`config.mk`:
```
export PLATFORM = sky130hd
export DESIGN_NAME = arm_fifo_reader_flat
export DESIGN_NICKNAME = d
export VERILOG_FILES = /design/src/rtl/arm_fifo_reader_if.sv /design/src/rtl/arm_fifo_reader.sv /design/src/flat_wrapper.sv
export SDC_FILE = /design/constraint.sdc
export NUM_CORES = 1
export LEC_CHECK = 0
export ABC_AREA = 1
export BUFFER_PORTS_ARGS = -buffer_cell sky130_fd_sc_hd__buf_2
export CORE_MARGIN = 2
export CORE_UTILIZATION = 45
export CTS_CLUSTER_DIAMETER = 100
export DETAILED_ROUTE_END_ITERATION = 12
export PLACE_DENSITY = 0.71
export SLEW_MARGIN = 20
export SYNTH_ARGS = -nofsm -noshare
export SYNTH_HDL_FRONTEND = slang
export SYNTH_SLANG_ARGS = --single-unit
```
`constraint.sdc`:
```
create_clock -name clk -period 2.66 [get_ports clk]
set_input_delay 0.266 -clock clk [delete_from_list [all_inputs] [get_ports clk]]
set_output_delay 0.266 -clock clk [all_outputs]
set_load 0.05 [all_outputs]
```
`src/rtl/arm_fifo_reader_if.sv`:
```
// Bundle of the ARM FIFO handshake and the asynchronous ARM register-read bus.
// The reader uses the slave modport; the FIFO/ARM side uses the master modport.
interface arm_fifo_reader_if;
  logic [9:0]  armfifo_q;
  logic        armfifo_empty;
  logic        armfifo_full;
  logic        armfifo_rdreq;
  logic        dout_enable;
  logic        arm_cs_n;
  logic        arm_rd_n;
  logic [1:0]  arm_addr;
  logic [15:0] arm_data;
  logic        arm_irq;

  modport slave (
    input  armfifo_q, armfifo_empty, armfifo_full, arm_cs_n, arm_rd_n, arm_addr,
    output armfifo_rdreq, dout_enable, arm_data, arm_irq
  );

  modport master (
    output armfifo_q, armfifo_empty, armfifo_full, arm_cs_n, arm_rd_n, arm_addr,
    input  armfifo_rdreq, dout_enable, arm_data, arm_irq
  );
endinterface

```
`src/rtl/arm_fifo_reader.sv`:
```
// Hands one averaged frame from the ARM FIFO to the ARM word by word: each word is
// fetched, raised as an interrupt, and popped by an ARM read of register 0.
module arm_fifo_reader #(
  parameter int FRAME_LEN = 8192,
  parameter int CNT_W     = 14
) (
  input  logic               clk,
  input  logic               reset,
  arm_fifo_reader_if.slave   bus
);

  typedef enum logic [2:0] {
    S_IDLE,
    S_FETCH,
    S_LATCH,
    S_READY,
    S_DONE
  } state_t;

  state_t            r_state;
  state_t            w_next;
  logic [1:0]        r_cs_sync;
  logic [1:0]        r_rd_sync;
  logic [1:0]        r_addr_s1;
  logic [1:0]        r_addr_s2;
  logic              r_rd_prev;
  logic [9:0]        r_rd_data;
  logic [CNT_W-1:0]  r_word_cnt;
  logic [15:0]       r_frame_cnt;
  logic              r_underrun;
  logic              r_dout_enable;
  logic [15:0]       r_arm_data;
  logic              w_pop;
  logic              w_last;
  logic              w_rdreq;
  logic              w_ready;
  logic [11:0]       w_cnt_lo;

  // Strobes idle high, so their synchronizers reset to 1 to avoid a false edge.
  always_ff @(posedge clk or posedge reset) begin
    if (reset) begin
      r_cs_sync <= 2'b11;
      r_rd_sync <= 2'b11;
      r_rd_prev <= 1'b1;
      r_addr_s1 <= 2'd0;
      r_addr_s2 <= 2'd0;
    end else begin
      // NOTE: non-blocking assignments keep every flop sampling pre-edge values,
      // which is what makes this a true two-stage synchronizer chain.
      r_cs_sync <= {r_cs_sync[0], bus.arm_cs_n};
      r_rd_sync <= {r_rd_sync[0], bus.arm_rd_n};
      r_rd_prev <= r_rd_sync[1];
      r_addr_s1 <= bus.arm_addr;
      r_addr_s2 <= r_addr_s1;
    end
  end

  assign w_pop    = r_rd_sync[1] & ~r_rd_prev & ~r_cs_sync[1] & (r_addr_s2 == 2'd0);
  assign w_last   = (r_word_cnt == CNT_W'(FRAME_LEN - 1));
  assign w_cnt_lo = 12'(r_word_cnt);

  always_ff @(posedge clk or posedge reset) begin
    if (reset) r_state <= S_IDLE;
    else       r_state <= w_next;
  end

  // NOTE: every always_comb output gets a default first so no latch is inferred.
  always_comb begin
    w_next = r_state;
    case (r_state)
      S_IDLE:  if (bus.armfifo_full) w_next = S_FETCH;
      S_FETCH: w_next = bus.armfifo_empty ? S_DONE : S_LATCH;
      S_LATCH: w_next = S_READY;
      S_READY: if (w_pop) w_next = w_last ? S_DONE : S_FETCH;
      S_DONE:  w_next = S_IDLE;
      default: w_next = S_IDLE;
    endcase
  end

  always_comb begin
    w_rdreq = 1'b0;
    w_ready = 1'b0;
    case (r_state)
      S_FETCH: w_rdreq = ~bus.armfifo_empty;
      S_READY: w_ready = 1'b1;
      default: ;
    endcase
  end

  // Datapath and registered bus outputs; dout_enable is registered so it stays
  // low through reset and rises on the first clock after release.
  always_ff @(posedge clk or posedge reset) begin
    if (reset) begin
      r_rd_data     <= '0;
      r_word_cnt    <= '0;
      r_frame_cnt   <= '0;
      r_underrun    <= 1'b0;
      r_dout_enable <= 1'b0;
      r_arm_data    <= '0;
    end else begin
      r_dout_enable <= (w_next == S_IDLE);
      case (r_state)
        S_FETCH: if (bus.armfifo_empty) r_underrun <= 1'b1;
        S_LATCH: r_rd_data <= bus.armfifo_q;
        S_READY: if (w_pop && !w_last) r_word_cnt <= r_word_cnt + 1'b1;
        S_DONE: begin
          r_word_cnt  <= '0;
          r_frame_cnt <= r_frame_cnt + 16'd1;
        end
        default: ;
      endcase
      case (r_addr_s2)
        2'd0:    r_arm_data <= {6'b0, r_rd_data};
        2'd1:    r_arm_data <= {r_underrun, w_ready, bus.armfifo_empty,
                                bus.armfifo_full, w_cnt_lo};
        2'd2:    r_arm_data <= r_frame_cnt;
        default: r_arm_data <= 16'h0000;
      endcase
    end
  end

  assign bus.armfifo_rdreq = w_rdreq;
  assign bus.arm_irq       = w_ready;
  assign bus.dout_enable   = r_dout_enable;
  assign bus.arm_data      = r_arm_data;

endmodule

```
`src/flat_wrapper.sv`:
```
// flat-port wrapper written by rule: the top's interface ports become plain ports
module arm_fifo_reader_flat 
#(
  parameter int FRAME_LEN = 8192,
  parameter int CNT_W     = 14
)
  (clk, reset, bus_armfifo_q, bus_armfifo_empty, bus_armfifo_full, bus_arm_cs_n, bus_arm_rd_n, bus_arm_addr, bus_armfifo_rdreq, bus_dout_enable, bus_arm_data, bus_arm_irq);
  arm_fifo_reader_if bus_i ();
  input  logic clk;
  input  logic reset;
  input wire logic [$bits(bus_i.armfifo_q)-1:0] bus_armfifo_q;
  input wire logic [$bits(bus_i.armfifo_empty)-1:0] bus_armfifo_empty;
  input wire logic [$bits(bus_i.armfifo_full)-1:0] bus_armfifo_full;
  input wire logic [$bits(bus_i.arm_cs_n)-1:0] bus_arm_cs_n;
  input wire logic [$bits(bus_i.arm_rd_n)-1:0] bus_arm_rd_n;
  input wire logic [$bits(bus_i.arm_addr)-1:0] bus_arm_addr;
  output wire logic [$bits(bus_i.armfifo_rdreq)-1:0] bus_armfifo_rdreq;
  output wire logic [$bits(bus_i.dout_enable)-1:0] bus_dout_enable;
  output wire logic [$bits(bus_i.arm_data)-1:0] bus_arm_data;
  output wire logic [$bits(bus_i.arm_irq)-1:0] bus_arm_irq;
  assign bus_i.armfifo_q = bus_armfifo_q;
  assign bus_i.armfifo_empty = bus_armfifo_empty;
  assign bus_i.armfifo_full = bus_armfifo_full;
  assign bus_i.arm_cs_n = bus_arm_cs_n;
  assign bus_i.arm_rd_n = bus_arm_rd_n;
  assign bus_i.arm_addr = bus_arm_addr;
  assign bus_armfifo_rdreq = bus_i.armfifo_rdreq;
  assign bus_dout_enable = bus_i.dout_enable;
  assign bus_arm_data = bus_i.arm_data;
  assign bus_arm_irq = bus_i.arm_irq;
  arm_fifo_reader #(.FRAME_LEN(FRAME_LEN), .CNT_W(CNT_W)) u_core (.clk(clk), .reset(reset), .bus(bus_i));
endmodule
```
==> summary.md <==
| Metric | Value |
|---|---|
| Commonest non-fill, non-tap cell in the layout | nand2_1 |
| Reg-to-reg critical path startpoint | u_core.r_word_cnt[1] |
| Slew HR | 44.0% |
| Final setup violating endpoints | 0 |
| Drt pass-1 iters | 4 |
| Worst hold path class | input pin to flop |
| Initial drt markers | 172 |
| Switching share of total power | 32.5% |
| TritonCTS Buffers | 9 |
| Net switching power | 975 uW |
| Maximum root-to-sink buffer count | 2 |
| Required time of the critical path | 2.94 ns |
| Post-DR vias/cell | 5.10 |
| Die Wd | 90.3 um |
| Clock latency on the worst-skew pair | 0.35 ns |
| DRC violations left | 0 |
| PwrDens | 783 nW/um2 |
| Sequential area share after synthesis | 52.5% |
| Max-Cap Viols | 0 |
| Count of final hold-check violations | 0 |
| Mapped Area | 3350 um2 |
| CTS tree | done |
| Worst-margin pin slew | 0.840 ns |
| Grt ovf | 0 |
| R2R depth | 9 |
| Count of pins over their slew limit | 0 |
| Worst EP arrival | 2.21 ns |
| RSZ-0062 raised after global routing | false |
| Leakage | 1.90 nW |
| Largest net degree at the start of global routing | 71 |
| Initial core utilization | 46.4% |
| CP endpoint kind | flop |
| WL per Instance | 13.7 um |
| Syn Area/Cell | 9.31 um2 |
| Distinct cells, synth | 28 |
| Hold Buf Count CTS | 0 |
| Hold Path Sink | u_core.r_rd_sync[0] |
| Util after Layout | 53.1% |
| Top cell type's share of synthesized area | 48.5% |
| Synthesized flop and latch total | 70 |
| Clock Power Share | 32.1% |
| Tot GR Track Use | 18.2% |
| Number of global-route vias before repair | 2544 |
| Reg2reg end | u_core.r_word_cnt[10] |
| CP Class | flop to flop |
| Detailed-route via count | 2575 |
| VDD IR max | 0.287 mV |
| NumNets Final | 422 |
| Die Y-Extent | 90.3 um |
| Core ar. | 7210 um2 |
| Post_cts resized | 0 |
| Htree depth | 3 |
| Clock sinks | 70 |
| Outcome | finished, final reports clean |
| I/O Buffers | 36 |
| GR met3 Demand/Resource | 4.51% |
| Hold Crit Depth | 1 |
| Routed Antenna Nets | 0 |
| Top post-synthesis cells by area | dfrtp_1 49%, nand2_1 8.5%, inv_1 5.9%, nand3_1 5.1%, dfstp_2 3.9% |
| WL final | 6910 um |
| Met1 Use GR | 23.3% |
| Final Critical Period | 1.93 ns |
| Final Cycle Share | 72.6% |
| Setup bufs post-CTS | 0 |
| Fmax achieved | 518 MHz |
| Antenna violations before repair | 0 |
| DP HPWL | 5160 um |
| IO Count | 37 |
| CP Max Fanout | 23 |
| Diode count | 0 |
| Proportion of layout cells with a drive suffix above 1 | 25.4% |
| FF-to-FF setup slack | 0.73 ns |
| Clk slew on worst S/H paths | 0.07 ns |
| GPL Wtd Cong | 0.867 |
| Area Growth Syn to Fin | 14.3% |
| Grt peak-use layer | met2 |
| Cell count after synthesis | 360 |
| Final TNS setup | 0 ns |
| Syn nets | 380 |
| Pint | 2.03 mW |
| Rows | 31 |
| Synth area leader | dfrtp_1 |
| Logic pwr share | 23.1% |
| Register share of total power | 44.8% |
| Clk root buf | clkbuf_8 |
| Most frequent cells in the layout | 76 x nand2_1, 65 x dfrtp_1, 52 x inv_1, 36 x buf_2, 34 x nand3_1 |
| Syn. warnings | 0 |
| Worst clock skew | 0.00716 ns |
| First-pass GRT wire length | 11800 um |
| Hold path start | bus_arm_rd_n |
| M2 GR Usage | 30.0% |
| Full die area | 8150 um2 |
| CP Launch Type | flop |
==> worst max-delay path, stage by stage (launching register included) <==
cell and delay (ns):
dfrtp_1 0.42, ha_1 0.32, inv_2 0.11, nor2_8 0.16
nand2_4 0.06, nor2_4 0.14, nor2_4 0.08, nor2_8 0.36
nand2_1 0.13, o21ai_2 0.08
==> logic make-up after synthesis <==
group,count (synthesis),share of synthesized area [%]
DFF,70,52.5
muxes,10,3.36
adders and majority gates,2,0.747
AOI/OAI and AO/OA,27,6.12
xor gates and xnor gates,14,3.66
buffers and inverters,63,8.33
and+or+nand+nor,174,25.3
==> power groups by stage <==
stage	sequential [mW]	clock (mW)	combinational, mW
finish	1.34	0.963	0.694
global route	1.36	1.03	0.757
CTS	1.34	0.977	0.700
detailed placement	1.36	0	0.698
global placement	1.36	0	0.684
floorplan	1.47	0	0.445
==> per-stage QoR <==
step	cells	power, mW	cell area, um2	hold WS [ns]	setup slack, ns
after floorplan	360	1.92	3350	0.270	0.634
after global placement	489	2.04	3600	0.341	0.827
after detailed placement	489	2.06	3600	0.336	0.747
after CTS	504	3.02	3820	0.00314	0.736
after global routing	505	3.15	3830	0.00136	0.520
final	505	3.00	3830	0.0136	0.730
==> worst max-delay path by stage <==
stage / end / slack (ns) / depth (start not counted) / start
5_1_grt: u_core.r_word_cnt[11] / 0.52 / 9 / u_core.r_word_cnt[1]
4_1_cts: u_core.r_word_cnt[11] / 0.74 / 9 / u_core.r_word_cnt[0]
6_report: u_core.r_word_cnt[10] / 0.73 / 9 / u_core.r_word_cnt[1]
3_5_place_dp: u_core.r_word_cnt[11] / 0.75 / 9 / u_core.r_word_cnt[0]
2_1_floorplan: u_core.bus.arm_data[0] / 0.63 / 1 / reset
3_3_place_gp: u_core.r_word_cnt[10] / 0.83 / 9 / u_core.r_word_cnt[0]
==> synthesized netlist by cell type <==
| cell | instances |
|---|---|
| nor3_1 | 8 |
| buf_6 | 1 |
| or2_2 | 1 |
| o21ai_1 | 1 |
| dfrtp_1 | 65 |
| nor2_4 | 4 |
| mux2_2 | 10 |
| o211ai_1 | 4 |
| xor2_1 | 14 |
| buf_2 | 2 |
| nand2_1 | 76 |
| o221ai_1 | 6 |
| nand2_4 | 1 |
| ha_1 | 2 |
| nand4_1 | 12 |
| o22ai_1 | 6 |
| inv_2 | 1 |
| nor2_1 | 20 |
| o21ai_0 | 2 |
| dfstp_2 | 5 |
| nor2_8 | 2 |
| buf_12 | 2 |
| nor2_2 | 1 |
| inv_1 | 53 |
| o21ai_2 | 8 |
| nand2_2 | 15 |
| nand3_1 | 34 |
| clkbuf_1 | 4 |
==> flip-flops by register name, summed over array words and instances (netlist names) <==
name,count
u_core.r_rd_data,10
u_core.r_addr_s2,2
u_core.r_cs_sync,2
u_core.r_addr_s1,2
u_core.r_frame_cnt,16
u_core.r_word_cnt,14
u_core.r_rd_prev,1
u_core.r_underrun,1
u_core.r_rd_sync,2
u_core.bus.arm_data,16
u_core.r_state,3
u_core.bus.dout_enable,1
==> metal layers <==
layer / vias up / share of wire [%]
li1: 1246 / -
met1: 1261 / 44
met2: 55 / 50
met3: 13 / 3.9
met4: 0 / 2.2
met5: - / 0
==> final cells by class <==
| class | instances | area, um2 |
|---|---|---|
| clock buffers | 10 | 138 |
| clock inverters | 5 | 82.6 |
| fillers | 704 | 3380 |
| inverters | 54 | 203 |
| multi-input cells | 227 | 1310 |
| flip-flops and latches | 70 | 1760 |
| well taps | 99 | 124 |
| repair buffers | 40 | 213 |
Note: power is estimated with default switching activity, not from simulation.
